`config.mk`:
```
export PLATFORM = sky130hd
export DESIGN_NAME = jtag_driver
export DESIGN_NICKNAME = d
export VERILOG_FILES = /design/src/rtl/jtag_driver.sv
export SDC_FILE = /design/constraint.sdc
export NUM_CORES = 1
export LEC_CHECK = 0
export CAP_MARGIN = 30
export CORE_ASPECT_RATIO = 1.25
export CORE_MARGIN = 2
export CORE_UTILIZATION = 50
export DETAILED_ROUTE_END_ITERATION = 12
export HOLD_SLACK_MARGIN = 0.1
export PLACE_DENSITY = 0.8
export REMOVE_ABC_BUFFERS = 1
export SLEW_MARGIN = 15
export SYNTH_ARGS = -nofsm -noshare
export SYNTH_HDL_FRONTEND = slang
export SYNTH_SLANG_ARGS = --single-unit
```
`constraint.sdc`:
```
create_clock -name CLK -period 6.8 [get_ports CLK]
set_input_delay 1.36 -clock CLK [delete_from_list [all_inputs] [get_ports CLK]]
set_output_delay 1.36 -clock CLK [all_outputs]
set_load 0.01 [all_outputs]
```
`src/rtl/jtag_driver.sv`:
```
// On-chip JTAG master: serialises one IR/DR shift request onto TCK/TMS/TDI and gathers TDO.
// Optional JTAG_DRV_TRST_EN adds a TRST output pulsed for two TCK periods ahead of INIT.
module jtag_driver #(
  parameter int MAX_LEN = 32,
  parameter int LEN_W   = 6,
  parameter int CLK_DIV = 2
) (
  input  logic               CLK,
  input  logic               RST_N,
  input  logic               START,
  input  logic               IS_IR,
  input  logic [LEN_W-1:0]   LEN,
  input  logic [MAX_LEN-1:0] DATA_IN,
  output logic               BUSY,
  output logic               DONE,
  output logic [MAX_LEN-1:0] DATA_OUT,
  output logic               TCK,
  output logic               TMS,
  output logic               TDI,
  input  logic               TDO
`ifdef JTAG_DRV_TRST_EN
  ,
  output logic               TRST
`endif
);

  localparam int DIV_W = (CLK_DIV > 1) ? $clog2(CLK_DIV) : 1;
  localparam logic [LEN_W-1:0] LP_MAX = LEN_W'(MAX_LEN);

  typedef enum logic [2:0] {
    S_TRST,
    S_INIT,
    S_IDLE,
    S_SEL,
    S_SHIFT,
    S_UPD
  } state_t;

  state_t             r_state;
  logic [DIV_W-1:0]   r_div;
  logic [LEN_W-1:0]   r_cnt;
  logic [LEN_W-1:0]   r_len;
  logic               r_is_ir;
  logic [MAX_LEN-1:0] r_din;
  logic [MAX_LEN-1:0] r_dout;
  logic               r_tck;
  logic               r_tms;
  logic               r_tdi;
  logic               r_busy;
  logic               r_done;
`ifdef JTAG_DRV_TRST_EN
  logic               r_trst;
`endif

  logic               w_tick;
  logic               w_rise;
  logic               w_fall;
  logic               w_sel_last;
  logic [LEN_W-1:0]   w_len_clamp;
  logic [MAX_LEN-1:0] w_tdo_vec;

  assign w_tick      = (r_div == DIV_W'(CLK_DIV - 1));
  assign w_rise      = w_tick & ~r_tck;
  assign w_fall      = w_tick & r_tck;
  assign w_sel_last  = r_is_ir ? (r_cnt == LEN_W'(3)) : (r_cnt == LEN_W'(2));
  assign w_len_clamp = (LEN > LP_MAX) ? LP_MAX : LEN;
  assign w_tdo_vec   = {{(MAX_LEN-1){1'b0}}, TDO};

  // TCK toggles only outside IDLE; TMS/TDI advance on the CLK edge where TCK falls,
  // so each TCK cycle is low phase (new TMS/TDI) followed by high phase.
  always_ff @(posedge CLK or negedge RST_N) begin
    if (!RST_N) begin
`ifdef JTAG_DRV_TRST_EN
      r_state <= S_TRST;
      r_trst  <= 1'b1;
`else
      r_state <= S_INIT;
`endif
      r_div   <= '0;
      r_cnt   <= '0;
      r_len   <= '0;
      r_is_ir <= 1'b0;
      r_din   <= '0;
      r_dout  <= '0;
      r_tck   <= 1'b0;
      r_tms   <= 1'b1;
      r_tdi   <= 1'b0;
      r_busy  <= 1'b1;
      r_done  <= 1'b0;
    end else begin
      r_done <= 1'b0;
      if (r_state == S_IDLE) begin
        r_div <= '0;
        r_tck <= 1'b0;
        if (START && (LEN != '0)) begin
          r_is_ir <= IS_IR;
          r_len   <= w_len_clamp;
          r_din   <= DATA_IN;
          r_busy  <= 1'b1;
          r_cnt   <= '0;
          r_tms   <= 1'b1;
          r_tdi   <= 1'b0;
          r_state <= S_SEL;
        end
      end else begin
        r_div <= w_tick ? '0 : r_div + DIV_W'(1);
        if (w_tick) begin
          r_tck <= ~r_tck;
        end
        // First sample of a scan clears the previous result.
        if (w_rise && (r_state == S_SHIFT)) begin
          r_dout <= ((r_cnt == '0) ? '0 : r_dout) | (w_tdo_vec << r_cnt);
        end
        if (w_fall) begin
          r_cnt <= r_cnt + LEN_W'(1);
          case (r_state)
`ifdef JTAG_DRV_TRST_EN
            S_TRST: begin
              if (r_cnt == LEN_W'(1)) begin
                r_trst  <= 1'b0;
                r_cnt   <= '0;
                r_state <= S_INIT;
              end
            end
`endif
            S_INIT: begin
              if (r_cnt == LEN_W'(5)) begin
                r_tms   <= 1'b0;
                r_busy  <= 1'b0;
                r_state <= S_IDLE;
              end else begin
                r_tms <= (r_cnt < LEN_W'(4));
              end
            end
            S_SEL: begin
              if (w_sel_last) begin
                r_cnt   <= '0;
                r_tms   <= (r_len == LEN_W'(1));
                r_tdi   <= r_din[0];
                r_state <= S_SHIFT;
              end else begin
                r_tms <= r_is_ir && (r_cnt == '0);
              end
            end
            S_SHIFT: begin
              if (r_cnt == (r_len - LEN_W'(1))) begin
                r_cnt   <= '0;
                r_tms   <= 1'b1;
                r_tdi   <= 1'b0;
                r_state <= S_UPD;
              end else begin
                r_din <= r_din >> 1;
                r_tdi <= r_din[1];
                r_tms <= ((r_cnt + LEN_W'(2)) == r_len);
              end
            end
            S_UPD: begin
              r_tms <= 1'b0;
              if (r_cnt == LEN_W'(1)) begin
                r_busy  <= 1'b0;
                r_done  <= 1'b1;
                r_state <= S_IDLE;
              end
            end
            default: begin
              r_state <= S_IDLE;
            end
          endcase
        end
      end
    end
  end

  assign BUSY     = r_busy;
  assign DONE     = r_done;
  assign DATA_OUT = r_dout;
  assign TCK      = r_tck;
  assign TMS      = r_tms;
  assign TDI      = r_tdi;
`ifdef JTAG_DRV_TRST_EN
  assign TRST     = r_trst;
`endif

endmodule

```
---- Yosys cells after proc, flatten, opt, wreduce, memory -nomap -nowiden ----
Index checks and enable logic that the tools add are counted.
storage, ports and cells
  register bits after elaboration ......... 86
  output and inout port bits .............. 37
cells by class
  shifts and indexed selects .............. 1
  $lt $le $gt $ge ......................... 2
  equal/unequal tests ..................... 18
  mux-type cells .......................... 48
  add/sub/neg operators ................... 4
  reduce and logical (&&, ||, !) cells .... 19
  bitwise logic cells ..................... 5
operators with widths
  kind                                                        number
  two-way mux 32 bit                                          6
  two-way mux 6 bit                                           6
  OR 32 bit                                                   1
  << shifter 1 x 6 -> 32 bit                                  1
  two-way mux 1 bit                                           24
  two-way mux 3 bit                                           7
  equality test 6 x 1 -> 1 bit, second input constant         2
  equality test 6 x 2 -> 1 bit, second input constant         2
  equality test 6 bit                                         2
  one-hot mux 3 bit (4 select lines)                          1
  one-hot mux 6 bit (2 select lines)                          1
  inequality test 3 bit, second input constant                3
  AND reduction 4 bit                                         2
  adder 6 x 1 -> 6 bit, second input constant                 1
  adder 6 x 2 -> 6 bit, second input constant                 1
  equality test 3 x 2 -> 1 bit, second input constant         2
  equality test 3 bit, second input constant                  2
  equality test 6 x 3 -> 1 bit, second input constant         1
  greater-than comparator 6 bit, second input constant        1
  zero test 6 bit                                             1
  less-than comparator 6 x 3 -> 1 bit, second input constant  1
  AND reduction 2 bit                                         3
  AND reduction 6 bit                                         1
  nonzero test 2 bit                                          3
  other kinds (16)                                            22

---- Longest topological paths before layout ----
Gate-level depths: netlist of the first run.
  depth in word-level cells ............... 6
  mapped depth ............................ 9

---- Worst setup path before layout of the first run ----
Ideal clock, no wire load.
  path kind ............................... in2reg
  start point ............................. in LEN[1]
  end point ............................... reg r_din[10]
  data arrival time ....................... 2.839 ns
  setup slack ............................. 3.836 ns
  stages on the path ...................... 7
  cell sequence ........................... or4_4 -> o31ai_4 -> or2_2 -> buf_6 -> o21ai_4 -> buf_6 -> mux2_4
between the ends
  longest elaborated chain between the ends .. 4
ends and longest elaborated chain
  element                                   RTL line  source
  start: declaration                        12        input logic [LEN_W-1:0] LEN,
  nonzero test 6 bit                        95        if (START && (LEN != '0)) begin
  logical AND 1 bit                         95
  inequality test 2 x 1 -> 1 bit (no line)  n/a
  AND reduction 4 bit (no line)             n/a
  end signal: assignment                    152       r_din <= r_din >> 1;
  end: declaration                          44        logic [MAX_LEN-1:0] r_din;
Every way passes these cells.
A chain may end at the register's enable or synchronous reset.

---- Worst setup path after layout of the first run ----
  start point ............................. in LEN[1]
  end point ............................... reg r_din[22]
Same word-level chain as after synthesis.

==> flow_metrics.py, run 1 <==
metrics = {
    "cts": {
        "numCtsBuffers": 9,
        "postCtsHoldBufs": 0,
        "cts_root_buffer": "clkbuf_8",
        "cts_tree": "done",
        "cts.sinks": 86,
        "cts-resized-gates": 0,
        "post_cts_buffers": 0,
        "insertion_delay_ns": 0.38,
        "clk_path_buf_depth": 2,
        "h-tree-depth": 3,
        "cts.clk_slew.worst_paths_ns": 0.09,
    },
    "sta": {
        "period_share": 0.499,
        "setup_tns_ns": 0,
        "max_slew_margin": 0.524,
        "finalHoldViolations": 0,
        "finClkSkew_ns": 0.0154,
        "fmax_mhz": 295,
        "timing.hold.ws_ns": 0.489,
        "slew_violations": 0,
        "setup_slack_ns": 3.41,
        "finalCriticalPeriod_ns": 3.39,
        "finalSetupViolCount": 0,
        "rsz0062_at_grt": "no",
        "tightestPinTransition_ns": 0.714,
    },
    "critical_path": {
        "worstPathRequired_ns": 7.06,
        "rrSetupSlack_ns": 3.94,
        "critPathTopFamily": "simple AND/OR/NAND/NOR gates",
        "crit_buf_inv": 2,
        "arrival_ns": 3.66,
        "critPathKind": "input pin to flop",
        "cp-start-kind": "input pin",
        "cp-end-kind": "flop",
        "ff2ff_path_depth": 9,
        "crit_fanout": 31,
        "critPathSlowestCell": "or4_4",
        "r2r_end": "r_din[0]$_DFFE_PN0P_",
        "r2r-start": "r_len[1]$_DFFE_PN0P_",
        "cpPeakStageDelay_ns": 0.55,
        "crit_chain": "clkdlybuf4s50_1 -> or4_4 -> o31ai_4 -> or2_2 -> o21ai_4 -> buf_4 -> mux2_4",
    },
    "grt": {
        "overflow": 0,
        "grt_max_degree": 50,
        "antenna_found_initial": 0,
        "grt_first_pass_wirelength_um": 16700,
        "grt_pass1_vias": 3605,
        "track_usage": 0.222,
    },
    "floorplanning": {
        "rows": 38,
        "pin_count": 80,
        "chipWidth_um": 88.8,
        "dieArea_sq_mm": 0.00978,
        "core-area_sq_mm": 0.00870,
        "start_util": 0.517,
        "fp.dieH_um": 110,
    },
    "finish": {
        "flow.area_growth_from_synthesis_pct": 24.0,
        "final_cells": 663,
        "fin_area_sq_mm": 0.00558,
        "final_util": 0.641,
        "fillCellCount": 698,
        "n_antenna_cell": 0,
        "final_nets": 587,
        "layout-drive-gt1-share": 0.125,
    },
    "synthesis": {
        "syn_avg_cell_area_sq_um": 9.59,
        "synthesis.area_sq_mm": 0.00450,
        "netlist_instances": 469,
        "synth_area_leaders": "dfrtp_1 46%, nand2_1 12%, mux2_4 10%, o21ai_0 4.2%, dfstp_2 1.8%",
        "netlist.top_cell.by_area": "dfrtp_1",
        "synthArstFlopShare": 1.00,
        "ys_seq_area_frac": 0.479,
        "synth_cell_types": 51,
        "yosys_warnings": 0,
        "synth.top_cell.area_share": 0.462,
        "synth_top_cells_by_count": "142 x nand2_1, 83 x dfrtp_1, 38 x o21ai_0",
        "yosysMostFrequentCell": "nand2_1",
        "synth_edf_count": 0,
        "synth_seq_cells": 86,
        "yosys_most_used_dff": "dfrtp_1",
    },
    "placed_design": {
        "port_buffers": 79,
        "dp_hpwl_um": 7160,
        "dpl_cell_area_sq_mm": 0.00539,
        "dp_slack_ns": 3.01,
        "dp_cells": 647,
        "globalplace.congestion": 0.886,
    },
    "min_path": {
        "hp-class": "flop to flop",
        "min_path_cells": 2,
        "min-delay-start": "DATA_OUT[16]$_DFFE_PN0P_",
        "min_to": "DATA_OUT[16]$_DFFE_PN0P_",
    },
    "drt": {
        "drcViolationCount": 0,
        "wl_um": 10100,
        "drt.antenna.violating_nets": 0,
        "wl_per_cell_um": 15.2,
        "drtPass1Iterations": 5,
        "vias": 3600,
        "viasPerCell": 5.43,
        "drt_iter0_drc": 301,
    },
    "flow_run": {
        "maxCapViolCount": 0,
    },
    "pwr": {
        "cellLeakagePower_nw": 2.54,
        "vdd.ir_drop.worst_mv": 0.341,
        "p_total_mw": 2.29,
        "p_per_area_mw_per_mm2": 411,
    },
    "run_status": {
        "status": "completed",
    },
}
## layout make-up
cell class	count	area (sq um)	share of cell area
inverters	9	33.8	0.00605
flip-flops and latches	86	2160	0.386
clock buffers	10	138	0.0247
clock inverters	6	52.6	0.00942
repair buffers	84	873	0.157
multi-input cells	348	2180	0.390
well taps	120	150	0.0269
## power breakdown
group	total, mW	leakage (nW)	switching (mW)	internal (mW)
combinational	1.07	1.41	0.502	0.566
clock	0.354	0.0914	0.205	0.148
sequential	0.873	1.04	0.159	0.714
total	2.29	2.54	0.867	1.43
## sequential cells by signal, summed over array words and instances, names as in the netlist
| register | flops |
|---|---|
| TDI | 1 |
| r_din | 32 |
| DONE | 1 |
| r_cnt | 6 |
| r_state | 3 |
| r_div | 1 |
| r_len | 6 |
| TCK | 1 |
| r_is_ir | 1 |
| TMS | 1 |
| BUSY | 1 |
| DATA_OUT | 32 |
## tightest hold or removal path, stage by stage, from the launching register on
cell and delay (ns):
dfrtp_1 0.35, nand2_1 0.05, o31ai_1 0.06
## cell usage in the layout, fill, tap and decap left out, drive strengths merged, types with 3 or more instances in the layout
| cell type | instances |
|---|---|
| a21oi | 5 |
| a22o | 9 |
| a32o | 3 |
| and2 | 4 |
| buf | 6 |
| clkbuf | 10 |
| clkdlybuf4s50 | 78 |
| dfrtp | 83 |
| dfstp | 3 |
| ha | 6 |
| inv | 12 |
| mux2 | 34 |
| nand2 | 142 |
| nand2b | 8 |
| nand3 | 15 |
| nand3b | 3 |
| nor2 | 18 |
| nor2b | 4 |
| nor3 | 5 |
| nor4 | 3 |
| o211ai | 7 |
| o21ai | 39 |
| o31ai | 4 |
| xnor2 | 9 |
| xor2 | 5 |
## routing by layer
metal  share of wire  GRT usage
met1            0.43      0.284
met2            0.49      0.353
met3           0.053     0.0514
met4           0.029      0.109
met5               0          0
## worst max-delay path by stage
| stage | endpoint | slack, ns | startpoint | cells past startpoint |
|---|---|---|---|---|
| after floorplan | r_din[10]$_DFFE_PN0P_ | 3.59 | LEN[1] | 5 |
| after global placement | r_din[10]$_DFFE_PN0P_ | 3.08 | LEN[1] | 7 |
| after detailed placement | r_din[18]$_DFFE_PN0P_ | 3.01 | LEN[1] | 7 |
| after CTS | r_din[21]$_DFFE_PN0P_ | 3.42 | LEN[1] | 7 |
| after global routing | r_din[19]$_DFFE_PN0P_ | 3.33 | LEN[1] | 7 |
| final | r_din[22]$_DFFE_PN0P_ | 3.41 | LEN[1] | 7 |
## logic make-up after synthesis
logic type,synth area share
and+or+nand+nor,0.205
muxes,0.112
adders and majority gates,0.0167
DFF,0.479
AOI/OAI and AO/OA,0.123
buffers and inverters,0.0370
xor gates and xnor gates,0.0273
(Power assumes the default switching activity.)
==> inputs of run 2 (changes only) <==
Settings changed: CORE_UTILIZATION 50 to 48, PLACE_DENSITY 0.8 to 0.81.
Clock period 6.8 ns to 3.1 ns, I/O delays scaled along.
==> run 2 against run 1 <==
  * Non-clock buffer count grew 3
  * Clock power grew to 2.9 times the previous value
  * Cell area grew 2.0%
  * Sequential cell count is the same
  * Total power grew 130%
  * Clock skew shrank 0.0085 ns
  * Sequential share of layout area shrank 0.76 points
  * Register-to-register slack lost 3.4 ns
  * Cell count grew 0.90%
  * Sequential power grew 120%
==> flow_metrics.py, run 2 (synthesis gave the netlist of run 1 again) <==
metrics = {
    "min_path": {
        "hp-class": "input pin to async pin",
    },
    "grt": {
        "antenna_found_initial": 0,
        "grt_pass1_vias": 3529,
        "grt_first_pass_wirelength_um": 16800,
        "grt_max_degree": 50,
        "track_usage": 0.203,
        "overflow": 0,
    },
    "cts": {
        "cts_tree": "done",
        "cts_root_buffer": "clkbuf_16",
        "insertion_delay_ns": 0.34,
        "postCtsHoldBufs": 0,
        "cts-resized-gates": 0,
        "cts.sinks": 86,
        "post_cts_buffers": 0,
        "h-tree-depth": 3,
        "numCtsBuffers": 9,
        "clk_path_buf_depth": 2,
        "cts.clk_slew.worst_paths_ns": 0.06,
    },
    "finish": {
        "layout-drive-gt1-share": 0.130,
        "multiInputGateArea_sq_mm": 0.00218,
        "flow.area_growth_from_synthesis_pct": 26.5,
        "final_nets": 590,
        "layout_commonest_cell": "nand2_1",
        "final_util": 0.624,
        "final_cells": 669,
        "final_cell_mix": "142 x nand2_1, 83 x dfrtp_1, 78 x clkdlybuf4s50_1, 38 x o21ai_0, 30 x mux2_4",
        "fillCellCount": 715,
        "fin_area_sq_mm": 0.00569,
        "regArea_sq_mm": 0.00216,
        "n_antenna_cell": 0,
    },
    "pwr": {
        "cell_internal_pwr_mw": 3.37,
        "p_total_mw": 5.29,
        "sw_frac_of_total": 0.362,
        "p_sw_mw": 1.92,
        "power_frac_comb": 0.443,
        "cellLeakagePower_nw": 2.59,
        "p_per_area_mw_per_mm2": 930,
        "seq_power_share": 0.360,
        "vdd.ir_drop.worst_mv": 0.413,
        "clkPwrFrac": 0.197,
    },
    "floorplanning": {
        "chipWidth_um": 90.6,
        "fp.dieH_um": 112,
        "rows": 39,
        "start_util": 0.493,
        "core-area_sq_mm": 0.00913,
        "dieArea_sq_mm": 0.0102,
        "pin_count": 80,
    },
    "placed_design": {
        "port_buffers": 79,
        "globalplace.congestion": 0.880,
        "dp_slack_ns": 0.307,
        "dpl_cell_area_sq_mm": 0.00540,
        "dp_cells": 653,
        "dp_hpwl_um": 7130,
    },
    "critical_path": {
        "critPathKind": "flop to flop",
        "arrival_ns": 2.81,
        "crit_chain": "inv_1 -> ha_1 -> nand2b_1 -> a21o_1 -> a31oi_1 -> nor2_2 -> o21ai_4 -> buf_12 -> mux2_2",
        "cpPeakStageDelay_ns": 0.45,
        "crit_fanout": 31,
        "critPathTopFamily": "compound AO/OA/AOI/OAI gates",
        "cp-start-kind": "flop",
        "critPathSlowestCell": "dfrtp_1",
        "cp-end-kind": "flop",
        "worstPathRequired_ns": 3.32,
        "crit_buf_inv": 2,
        "crit_path_start": "r_len[0]$_DFFE_PN0P_",
        "r2r-start": "r_len[0]$_DFFE_PN0P_",
    },
    "flow_run": {
        "maxCapViolCount": 0,
    },
    "drt": {
        "drt_iter0_drc": 393,
        "wl_per_cell_um": 15.1,
        "drtPass1Iterations": 5,
        "drcViolationCount": 0,
        "drt.antenna.violating_nets": 0,
        "viasPerCell": 5.43,
        "vias": 3631,
        "wl_um": 10100,
    },
    "sta": {
        "fmax_mhz": 386,
        "slew_violations": 0,
        "finalCriticalPeriod_ns": 2.59,
        "setup_slack_ns": 0.509,
        "finalSetupViolCount": 0,
        "max_slew_margin": 0.542,
        "rsz0062_at_grt": "no",
        "period_share": 0.836,
        "setup_tns_ns": 0,
        "finalHoldViolations": 0,
        "timing.hold.ws_ns": 0.254,
        "finClkSkew_ns": 0.00689,
        "tightestPinTransition_ns": 0.680,
    },
    "run_status": {
        "status": "completed",
    },
}
[run 2: changes by cell type in the layout (fill, tap and decap cells not counted)]
cell       before  now
buf_12          0    1
buf_16          2    1
buf_4           3    7
buf_8           1    0
clkbuf_16       0    9
clkbuf_8       10    1
clkinv_4        1    2
inv_6           2    1
[run 2: final cells by class]
class / instances / share of cell area
multi-input combinational: 348 / 0.382
clock buffer: 10 / 0.0420
timing repair buffer: 87 / 0.155
sequential: 86 / 0.379
inverter: 9 / 0.00593
clock inverter: 6 / 0.00923
tap: 123 / 0.0270
[run 2: path summary, 6_finish.rpt]
path | slack, ns | endpoint | cells past startpoint
max in group asynchronous | 2.25 | DATA_OUT[12]$_DFFE_PN0P_ | 2
hold reg to reg | 0.48 | DATA_OUT[8]$_DFFE_PN0P_ | 2
hold / removal | 0.25 | r_len[0]$_DFFE_PN0P_ | 1
setup / recovery | 0.51 | r_din[0]$_DFFE_PN0P_ | 9
min in group CLK | 0.48 | DATA_OUT[8]$_DFFE_PN0P_ | 2
setup reg to reg | 0.51 | r_din[0]$_DFFE_PN0P_ | 9
[run 2: worst reg2reg max path, stage by stage, from the launching register on]
cell      delay, ns
dfrtp_1        0.45
inv_1          0.07
ha_1           0.23
nand2b_1       0.17
a21o_1         0.18
a31oi_1        0.39
nor2_2         0.16
o21ai_4        0.20
buf_12         0.27
mux2_2         0.36
[run 2: power groups by stage]
stage          clock network (mW)  registers, mW  logic, mW
2_1_floorplan                   0           1.91       1.53
3_3_place_gp                    0           1.90       2.23
3_5_place_dp                    0           1.91       2.34
4_1_cts                      1.05           1.91       2.36
5_1_grt                      1.09           1.96       2.59
6_report                     1.04           1.90       2.34
[run 2: metal layers]
| layer | GRT usage | routed length (um) | up-vias |
|---|---|---|---|
| li1 | - | - | 1737 |
| met1 | 0.266 | 4320 | 1758 |
| met2 | 0.348 | 5190 | 123 |
| met3 | 0.0228 | 484 | 13 |
| met4 | 0.0779 | 128 | 0 |
| met5 | 0 | 0 | - |
==> inputs of run 3 (changes only) <==
Clock period 3.1 ns to 2.1 ns, I/O delays scaled along.
==> run 3 against run 2 <==
  * The flow now finishes with violations (setup timing)
  * Sequential cell count unchanged
  * Maximum frequency up 22%
  * Sequential power up 48%
  * Sequential share of layout area down 2.8 points
  * Cell count up 5.4%
  * Worst hold slack better by 0.22 ns
  * Utilization up 5.1 points
  * Die area unchanged
  * Highest routed layer unchanged
==> flow_metrics.py, run 3 (synthesis gave the netlist of run 1 again) <==
metrics = {
    "critical_path": {
        "crit_buf_inv": 1,
        "worstPathRequired_ns": 2.33,
        "cp-end-kind": "flop",
        "endpoint": "r_din[6]$_DFFE_PN0P_",
        "arrival_ns": 2.35,
        "r2r-start": "r_cnt[5]$_DFFE_PN0P_",
        "rrSetupSlack_ns": -0.02,
        "cpPeakStageDelay_ns": 0.41,
        "path_depth": 7,
        "crit_fanout": 11,
        "r2r_end": "r_din[6]$_DFFE_PN0P_",
        "critPathKind": "flop to flop",
        "critPathTopFamily": "compound AO/OA/AOI/OAI gates",
        "ff2ff_path_depth": 7,
        "crit_chain": "xnor2_1 -> and3b_1 -> o211ai_2 -> nor2_4 -> o21ai_4 -> buf_6 -> mux2_4",
        "crit_path_start": "r_cnt[5]$_DFFE_PN0P_",
        "critPathSlowestCell": "dfrtp_1",
        "cp-start-kind": "flop",
    },
    "sta": {
        "timing.hold.ws_ns": 0.475,
        "max_slew_margin": 0.646,
        "finalSetupViolCount": 26,
        "finalHoldViolations": 0,
        "period_share": 1.01,
        "fmax_mhz": 471,
        "rsz0062_at_grt": "yes",
        "finalCriticalPeriod_ns": 2.12,
        "setup_slack_ns": -0.0245,
        "tightestPinTransition_ns": 0.529,
        "slew_violations": 0,
        "finClkSkew_ns": 0.00928,
    },
    "placed_design": {
        "dp_cells": 683,
        "dp_slack_ns": -0.426,
        "port_buffers": 79,
        "dp_hpwl_um": 7690,
        "globalplace.congestion": 0.879,
    },
    "min_path": {
        "hp-class": "flop to flop",
    },
    "floorplanning": {
        "dieArea_sq_mm": 0.0102,
        "chipWidth_um": 90.6,
        "fp.dieH_um": 112,
        "core-area_sq_mm": 0.00913,
        "start_util": 0.493,
        "rows": 39,
        "pin_count": 80,
    },
    "cts": {
        "cts_tree": "done",
        "h-tree-depth": 3,
        "cts.sinks": 86,
        "insertion_delay_ns": 0.34,
        "cts.clk_slew.worst_paths_ns": 0.07,
        "numCtsBuffers": 9,
        "cts_root_buffer": "clkbuf_16",
        "clk_path_buf_depth": 2,
    },
    "grt": {
        "grt_first_pass_wirelength_um": 18500,
        "overflow": 0,
        "grt_max_degree": 56,
        "antenna_found_initial": 0,
        "track_usage": 0.225,
        "grt_pass1_vias": 3929,
    },
    "drt": {
        "vias": 3778,
        "drcViolationCount": 0,
        "drtPass1Iterations": 4,
        "wl_um": 11300,
        "wl_per_cell_um": 16.0,
        "viasPerCell": 5.36,
        "drt.antenna.violating_nets": 0,
        "drt_iter0_drc": 267,
    },
    "pwr": {
        "vdd.ir_drop.worst_mv": 0.590,
        "p_total_mw": 8.74,
        "cellLeakagePower_nw": 2.84,
        "p_per_area_mw_per_mm2": 1420,
    },
    "finish": {
        "fillCellCount": 691,
        "final_nets": 627,
        "final_cell_mix": "141 x nand2_1, 80 x dfrtp_1, 74 x clkdlybuf4s50_1, 37 x buf_4, 35 x o21ai_0",
        "final_cells": 705,
        "multiInputGateArea_sq_mm": 0.00230,
        "n_antenna_cell": 0,
        "regArea_sq_mm": 0.00216,
        "layout-drive-gt1-share": 0.211,
        "flow.area_growth_from_synthesis_pct": 36.9,
        "layout_commonest_cell": "nand2_1",
    },
    "run_status": {
        "violations": "setup timing",
        "status": "finished, violations left",
    },
    "flow_run": {
        "maxCapViolCount": 0,
    },
}
## run 3: cell type report
type,count,area share
clock buffers,10,0.0372
clock inverters,5,0.0175
inverters,9,0.00548
multi-input cells,348,0.373
flip-flops and latches,86,0.351
well taps,123,0.0250
repair buffers,124,0.192
## run 3: per-stage QoR
step	instance area [sq um]	utilization	TNS [ns]
global route	6160	0.675	-3.66
finish	6160	0.675	-0.435
floorplan	4370	-	-20.67
CTS	6120	0.671	0
global placement	5660	0.620	-17.52
detailed placement	5660	0.620	-18.46
## run 3: metal layers
metal / global-route usage / part of all wire
met1: 0.280 / 0.42
met2: 0.389 / 0.52
met3: 0.0268 / 0.033
met4: 0.111 / 0.023
met5: 0 / 0
## run 3: worst min-delay path: stages (launching register included)
cell and delay, ns:
dfrtp_1 0.34, nand2_1 0.04, o21ai_0 0.06
## run 3: report_power, final
part / leakage, nW / internal [mW] / switching [mW]
Sequential: 1.03 / 2.32 / 0.484
Combinational: 1.65 / 2.22 / 1.91
Clock: 0.163 / 1.16 / 0.644
## run 3: timing repair
item                                   4_1_cts  5_1_grt
gates resized for setup                     25       14
endpoints found under the hold margin       29        0
cloned                                       1        0
buffers inserted                             6        2
setup endpoints to repair                   39       41
pin swaps                                   10        9
hold buffers                                 1        0
## run 3: how the worst min path moves through the flow
stage | from | endpoint | slack (ns) | cells after the start
detailed placement | RST_N | r_len[3]$_DFFE_PN0P_ | 0.39 | 1
global route | DATA_OUT[16]$_DFFE_PN0P_ | DATA_OUT[16]$_DFFE_PN0P_ | 0.51 | 2
finish | DATA_OUT[10]$_DFFE_PN0P_ | DATA_OUT[10]$_DFFE_PN0P_ | 0.48 | 2
global placement | RST_N | r_len[2]$_DFFE_PN0P_ | 0.38 | 1
CTS | BUSY$_DFFE_PN1P_ | BUSY$_DFFE_PN1P_ | 0.48 | 2
floorplan | RST_N | DATA_OUT[0]$_DFFE_PN0P_ | 0.12 | 0
